==> src/rtl/bram_stream_reader.sv <==
`default_nettype none
// ============================================================================
// Module      : bram_stream_reader
// Description : Read-side initiator for one port of a 1-cycle-latency BRAM.
//               On start, reads a run of consecutive words (wrapping modulo
//               Depth) and emits them as a valid/ready stream through a
//               2-entry output FIFO that absorbs read latency and stalls.
//               Optional feature macro: BRAM_READER_LAST_EN (adds data_last_o,
//               a final-beat flag carried through the FIFO with its word).
// Revision    : 1.0 - initial release
// ============================================================================
module bram_stream_reader #(
    parameter int DataWidth = 8,
    parameter int Depth     = 1024,
    parameter int AddrWidth = $clog2(Depth + 1)
) (
    input  logic                 clk_i,
    input  logic                 rst_ni,
    input  logic                 start_i,
    input  logic [AddrWidth-1:0] base_addr_i,
    input  logic [AddrWidth-1:0] length_i,
    output logic                 busy_o,
    output logic                 done_o,
    output logic [AddrWidth-1:0] bram_addr_o,
    output logic                 bram_write_en_o,
    input  logic [DataWidth-1:0] bram_data_i,
    output logic [DataWidth-1:0] data_o,
`ifdef BRAM_READER_LAST_EN
    output logic                 data_last_o,
`endif
    output logic                 valid_o,
    input  logic                 ready_i
);

    typedef enum logic [1:0] {
        ST_IDLE  = 2'd0,
        ST_RUN   = 2'd1,
        ST_DRAIN = 2'd2,
        ST_DONE  = 2'd3
    } state_e;

    localparam logic [AddrWidth-1:0] C_DEPTH    = AddrWidth'(Depth);
    localparam logic [AddrWidth-1:0] C_LAST_ADR = AddrWidth'(Depth - 1);

    state_e                 state_q, state_d;
    logic [AddrWidth-1:0]   addr_q, addr_d;
    logic [AddrWidth-1:0]   remaining_q, remaining_d;
    logic                   inflight_q, inflight_d;
    logic [DataWidth-1:0]   fifo_data_q [2];
    logic [DataWidth-1:0]   fifo_data_d [2];
    logic                   rd_ptr_q, rd_ptr_d;
    logic                   wr_ptr_q, wr_ptr_d;
    logic [1:0]             count_q, count_d;
`ifdef BRAM_READER_LAST_EN
    logic                   inflight_last_q, inflight_last_d;
    logic                   fifo_last_q [2];
    logic                   fifo_last_d [2];
`endif

    logic                   pop;
    logic                   push;
    logic                   issue;
    logic [2:0]             occupancy;
    logic [2:0]             issue_limit;
    logic [AddrWidth-1:0]   next_addr;
    logic [AddrWidth-1:0]   len_clamped;

    // Handshake, occupancy bookkeeping and the read-issue decision.
    // A read is issued by letting the BRAM sample the current address and
    // advancing it; its data arrives on the next cycle and is pushed then,
    // so one in-flight slot is enough to keep one beat per cycle.
    always_comb begin
        pop         = (count_q != 2'd0) & ready_i;
        push        = inflight_q;
        occupancy   = {1'b0, count_q} + {2'b0, inflight_q};
        issue_limit = 3'd2 + {2'b0, pop};
        issue       = (state_q == ST_RUN) && (remaining_q != '0) && (occupancy < issue_limit);
        next_addr   = (addr_q == C_LAST_ADR) ? '0 : addr_q + AddrWidth'(1);
        len_clamped = (length_i > C_DEPTH) ? C_DEPTH : length_i;
    end

    // Next-state and datapath updates for the controller and the FIFO.
    always_comb begin
        state_d     = state_q;
        addr_d      = addr_q;
        remaining_d = remaining_q;
        inflight_d  = 1'b0;
        fifo_data_d = fifo_data_q;
        rd_ptr_d    = rd_ptr_q;
        wr_ptr_d    = wr_ptr_q;
        count_d     = count_q + {1'b0, push} - {1'b0, pop};
`ifdef BRAM_READER_LAST_EN
        inflight_last_d = 1'b0;
        fifo_last_d     = fifo_last_q;
`endif

        if (push) begin
            fifo_data_d[wr_ptr_q] = bram_data_i;
`ifdef BRAM_READER_LAST_EN
            fifo_last_d[wr_ptr_q] = inflight_last_q;
`endif
            wr_ptr_d = ~wr_ptr_q;
        end
        if (pop) begin
            rd_ptr_d = ~rd_ptr_q;
        end

        if (issue) begin
            addr_d      = next_addr;
            remaining_d = remaining_q - AddrWidth'(1);
            inflight_d  = 1'b1;
`ifdef BRAM_READER_LAST_EN
            inflight_last_d = (remaining_q == AddrWidth'(1));
`endif
        end

        unique case (state_q)
            ST_IDLE: begin
                if (start_i) begin
                    addr_d      = base_addr_i;
                    remaining_d = len_clamped;
                    state_d     = (len_clamped == '0) ? ST_DONE : ST_RUN;
                end
            end
            ST_RUN: begin
                if (issue && (remaining_q == AddrWidth'(1))) begin
                    state_d = ST_DRAIN;
                end
            end
            ST_DRAIN: begin
                // Finished once the last beat leaves and nothing is still coming.
                if (!inflight_q && (count_q == {1'b0, pop})) begin
                    state_d = ST_DONE;
                end
            end
            ST_DONE: begin
                state_d = ST_IDLE;
            end
            default: begin
                state_d = ST_IDLE;
            end
        endcase
    end

    // State and datapath registers; reset discards any in-flight transfer.
    always_ff @(posedge clk_i or negedge rst_ni) begin
        if (!rst_ni) begin
            state_q     <= ST_IDLE;
            addr_q      <= '0;
            remaining_q <= '0;
            inflight_q  <= 1'b0;
            fifo_data_q <= '{default: '0};
            rd_ptr_q    <= 1'b0;
            wr_ptr_q    <= 1'b0;
            count_q     <= 2'd0;
`ifdef BRAM_READER_LAST_EN
            inflight_last_q <= 1'b0;
            fifo_last_q     <= '{default: 1'b0};
`endif
        end else begin
            state_q     <= state_d;
            addr_q      <= addr_d;
            remaining_q <= remaining_d;
            inflight_q  <= inflight_d;
            fifo_data_q <= fifo_data_d;
            rd_ptr_q    <= rd_ptr_d;
            wr_ptr_q    <= wr_ptr_d;
            count_q     <= count_d;
`ifdef BRAM_READER_LAST_EN
            inflight_last_q <= inflight_last_d;
            fifo_last_q     <= fifo_last_d;
`endif
        end
    end

    assign busy_o          = (state_q == ST_RUN) || (state_q == ST_DRAIN);
    assign done_o          = (state_q == ST_DONE);
    assign bram_addr_o     = addr_q;
    assign bram_write_en_o = 1'b0;
    assign valid_o         = (count_q != 2'd0);
    assign data_o          = fifo_data_q[rd_ptr_q];
`ifdef BRAM_READER_LAST_EN
    assign data_last_o     = valid_o & fifo_last_q[rd_ptr_q];
`endif

endmodule
`default_nettype wire

==> config.mk <==
export PLATFORM = sky130hd
export DESIGN_NAME = bram_stream_reader
export DESIGN_NICKNAME = d
export VERILOG_FILES = /design/src/rtl/bram_stream_reader.sv
export SDC_FILE = /design/constraint.sdc
export NUM_CORES = 1
export LEC_CHECK = 0
export BUFFER_PORTS_ARGS = -buffer_cell sky130_fd_sc_hd__buf_2
export CAP_MARGIN = 20
export CORE_UTILIZATION = 48
export DETAILED_ROUTE_END_ITERATION = 16
export GPL_TIMING_DRIVEN = 0
export HOLD_SLACK_MARGIN = 0.08
export PLACE_DENSITY = 0.71
export SLEW_MARGIN = 30
export SYNTH_ARGS = -nofsm -noshare
export SYNTH_HDL_FRONTEND = slang
export SYNTH_SLANG_ARGS = --single-unit
==> constraint.sdc <==
create_clock -name clk_i -period 3.5 [get_ports clk_i]
set_input_delay 0 -clock clk_i [delete_from_list [all_inputs] [get_ports clk_i]]
set_output_delay 0 -clock clk_i [all_outputs]
set_load 0.01 [all_outputs]
==> flow_summary.json <==
{
  "status": "finished clean",
  "startpoint": "inflight_q",
  "period_needed_ps": 2150,
  "crit-reg2reg-capture": "remaining_q[5]",
  "area_growth_pct": 31.0,
  "drive_above_1_share_pct": 30.9,
  "reg2regPathDepth": 7,
  "die_w_um": 74.2,
  "grt_max_degree": 46,
  "synth_edf_count": 0,
  "drv_slew": 0,
  "post-dp-hpwl_um": 3700,
  "htree_levels": 2,
  "cp-start-kind": "flip-flop",
  "netlist_area_um2": 2500,
  "fin_tns_setup_ps": 0,
  "rrSetupSlack_ps": 1350,
  "r2r-start": "inflight_q",
  "place.gp.congestion": 0.848,
  "synth-async-reset-ratio_pct": 100,
  "max_freq_ghz": 0.466,
  "cpPeakStageDelay_ps": 440,
  "cp-end-kind": "flip-flop",
  "start_util_pct": 51.3,
  "ir_drop_mv": 0.412,
  "cp_data_required_time_ps": 3730,
  "final_common_cell": "buf_2",
  "clk_latency_ps": 310,
  "worst_pin_slew_ps": 617,
  "fin_crit_sh_pct": 61.3,
  "clk_pin_slew_ps": 90,
  "rsz0062_at_grt": "false",
  "ys.warnings.count": 0,
  "yosysSeqAreaShare_pct": 45.0,
  "first_iter_violations": 99,
  "syn_inst": 238,
  "ys_types": 47,
  "crit_chain": "ha_1 -> ha_1 -> and2b_1 -> nand4_1 -> or2_4 -> or3_1 -> a31oi_1",
  "fin_skew_ps": 4.90,
  "relSlewSlack_pct": 58.3,
  "gr-usage-all-layers_pct": 21.8,
  "maxCapViolCount": 0,
  "drtAntennaViolNets": 0,
  "crit_fanout": 6,
  "drc": 0,
  "root_buffer": "clkbuf_8",
  "cts_resized": 0,
  "nets": 378,
  "syn_nets": 284,
  "routed_wl_um": 5460,
  "grt_pass1_vias": 2012,
  "critPathCapture": "remaining_q[5]",
  "hold_violations": 0,
  "dieHeight_um": 74.2,
  "leakage_nw": 1.43,
  "dieArea_um2": 5510,
  "antenna_cells": 0,
  "antenna_found_initial": 0,
  "synth.avg_cell_area_um2": 10.5,
  "grt_overflow": 0,
  "numCtsBuffers": 5,
  "critPathMostFrequentCell": "ha_1",
  "row_count": 25,
  "layout_common_cells": "54 x buf_2, 45 x dfrtp_1, 32 x dlygate4sd3_1",
  "setup_violations": 0,
  "portBuffers": 55,
  "cts_tree": "yes",
  "ys.flop_type": "dfrtp_1",
  "fin_total_pwr_mw": 2.66,
  "path_class": "flip-flop to flip-flop",
  "vias": 2089,
  "p_per_area_nw_per_um2": 812,
  "synthTopCellsByArea": "dfrtp_1 45%, mux2_2 11%, ha_1 6.0%",
  "hp-class": "input port to flip-flop",
  "ys_seq_elements": 45,
  "coreArea_um2": 4880,
  "drt_first_pass_iters": 4,
  "clkSinkCount": 45,
  "io_pins": 57,
  "cts_buffer_depth": 2,
  "viasPerCell": 5.22,
  "cp.arrival_ps": 2380,
  "wl_per_cell_um": 13.7,
  "grt_pass1_wl_um": 8990,
  "yosysTopAreaCell": "dfrtp_1",
  "synth_top_area_share_pct": 45.0,
  "slowest_stage": "dfrtp_1"
}
power breakdown:
| group | total, mW | switching (mW) | internal [mW] |
|---|---|---|---|
| clock network | 0.341 | 0.196 | 0.146 |
| registers | 1.01 | 0.232 | 0.780 |
| logic | 1.31 | 0.662 | 0.648 |
| total | 2.66 | 1.09 | 1.57 |
repair_timing:
action                                 4_1_cts  5_1_grt
endpoints found under the hold margin       83        0
setup buffers                                0        0
hold buffers                                32        0
sequential cells by signal, indices dropped and copies added, names as in the netlist:
register     count
state_q          2
remaining_q     11
bram_addr_o     11
wr_ptr_q         1
count_q          2
rd_ptr_q         1
fifo_data_q     16
inflight_q       1
worst min-delay path by stage:
stage               cells after the start            from  slack, ps              to
floorplan                               0          rst_ni       -300  bram_addr_o[0]
global placement                        3  base_addr_i[0]        200  bram_addr_o[0]
detailed placement                      1          rst_ni         40      count_q[1]
CTS                                     4    length_i[10]        100      state_q[1]
global route                            4    length_i[10]        120      state_q[1]
finish                                  4    length_i[10]        100      state_q[1]
area by class of cell:
class / instances / area [µm²]
Fill cell: 398 / 1600
Multi-Input combinational cell: 173 / 1290
Sequential cell: 45 / 1130
Timing Repair Buffer: 87 / 598
Tap cell: 67 / 83.8
Clock buffer: 5 / 68.8
Buffer: 10 / 48.8
Inverter: 10 / 37.5
Clock inverter: 3 / 25.0
synth_stat cells (all sizes together) (2+ instances only):
cell type,count
a21oi,12
a31oi,5
and2,2
and3,3
buf,2
clkbuf,8
dfrtp,45
ha,12
inv,10
mux2,24
nand2,14
nand3,12
nand4,6
nor2,6
nor2b,3
nor3,7
nor4,3
o21ai,24
or2,3
or3,8
xnor2,9
xor2,6
critical path: cells and delay by family, from the launching register on:
kind,cells,cell delay [ps]
and+or+nand+nor,4,1030
DFF,1,440
adders and majority gates,2,420
AOI/OAI and AO/OA,1,180
metrics by stage:
stage                     hold slack [ps]  instance area [µm²]  setup WS, ps  util (%)  instances
final                                 102                 3280          1350      67.2        400
after global routing                  123                 3280          1190      67.2        400
after CTS                            97.2                 3280          1350      67.2        400
after detailed placement             36.6                 2870          1390      58.7        360
after global placement                201                 2860          1380      58.7        360
after floorplan                      -296                 2500          1540         -        238
layer usage:
metal / GRT usage [%] / part of all wire [%] / vias to the layer above
met3: 4.74 / 4.9 / 5
met1: 27.4 / 45 / 979
met2: 37.5 / 49 / 56
met5: 0 / 0 / -
li1: - / - / 1049
met4: 6.92 / 1.2 / 0
kinds of logic after synthesis:
kind of cell    Yosys count  share of synthesized area, %
compound gates           46                          11.2
xor+xnor                 15                          5.25
fa+ha+maj                12                          6.00
buf+inv                  20                          3.45
flops                    45                          45.0
mux                      25                          11.2
other cells               1                         0.150
simple gates             74                          17.7
Power figures use the tool's default switching activity.
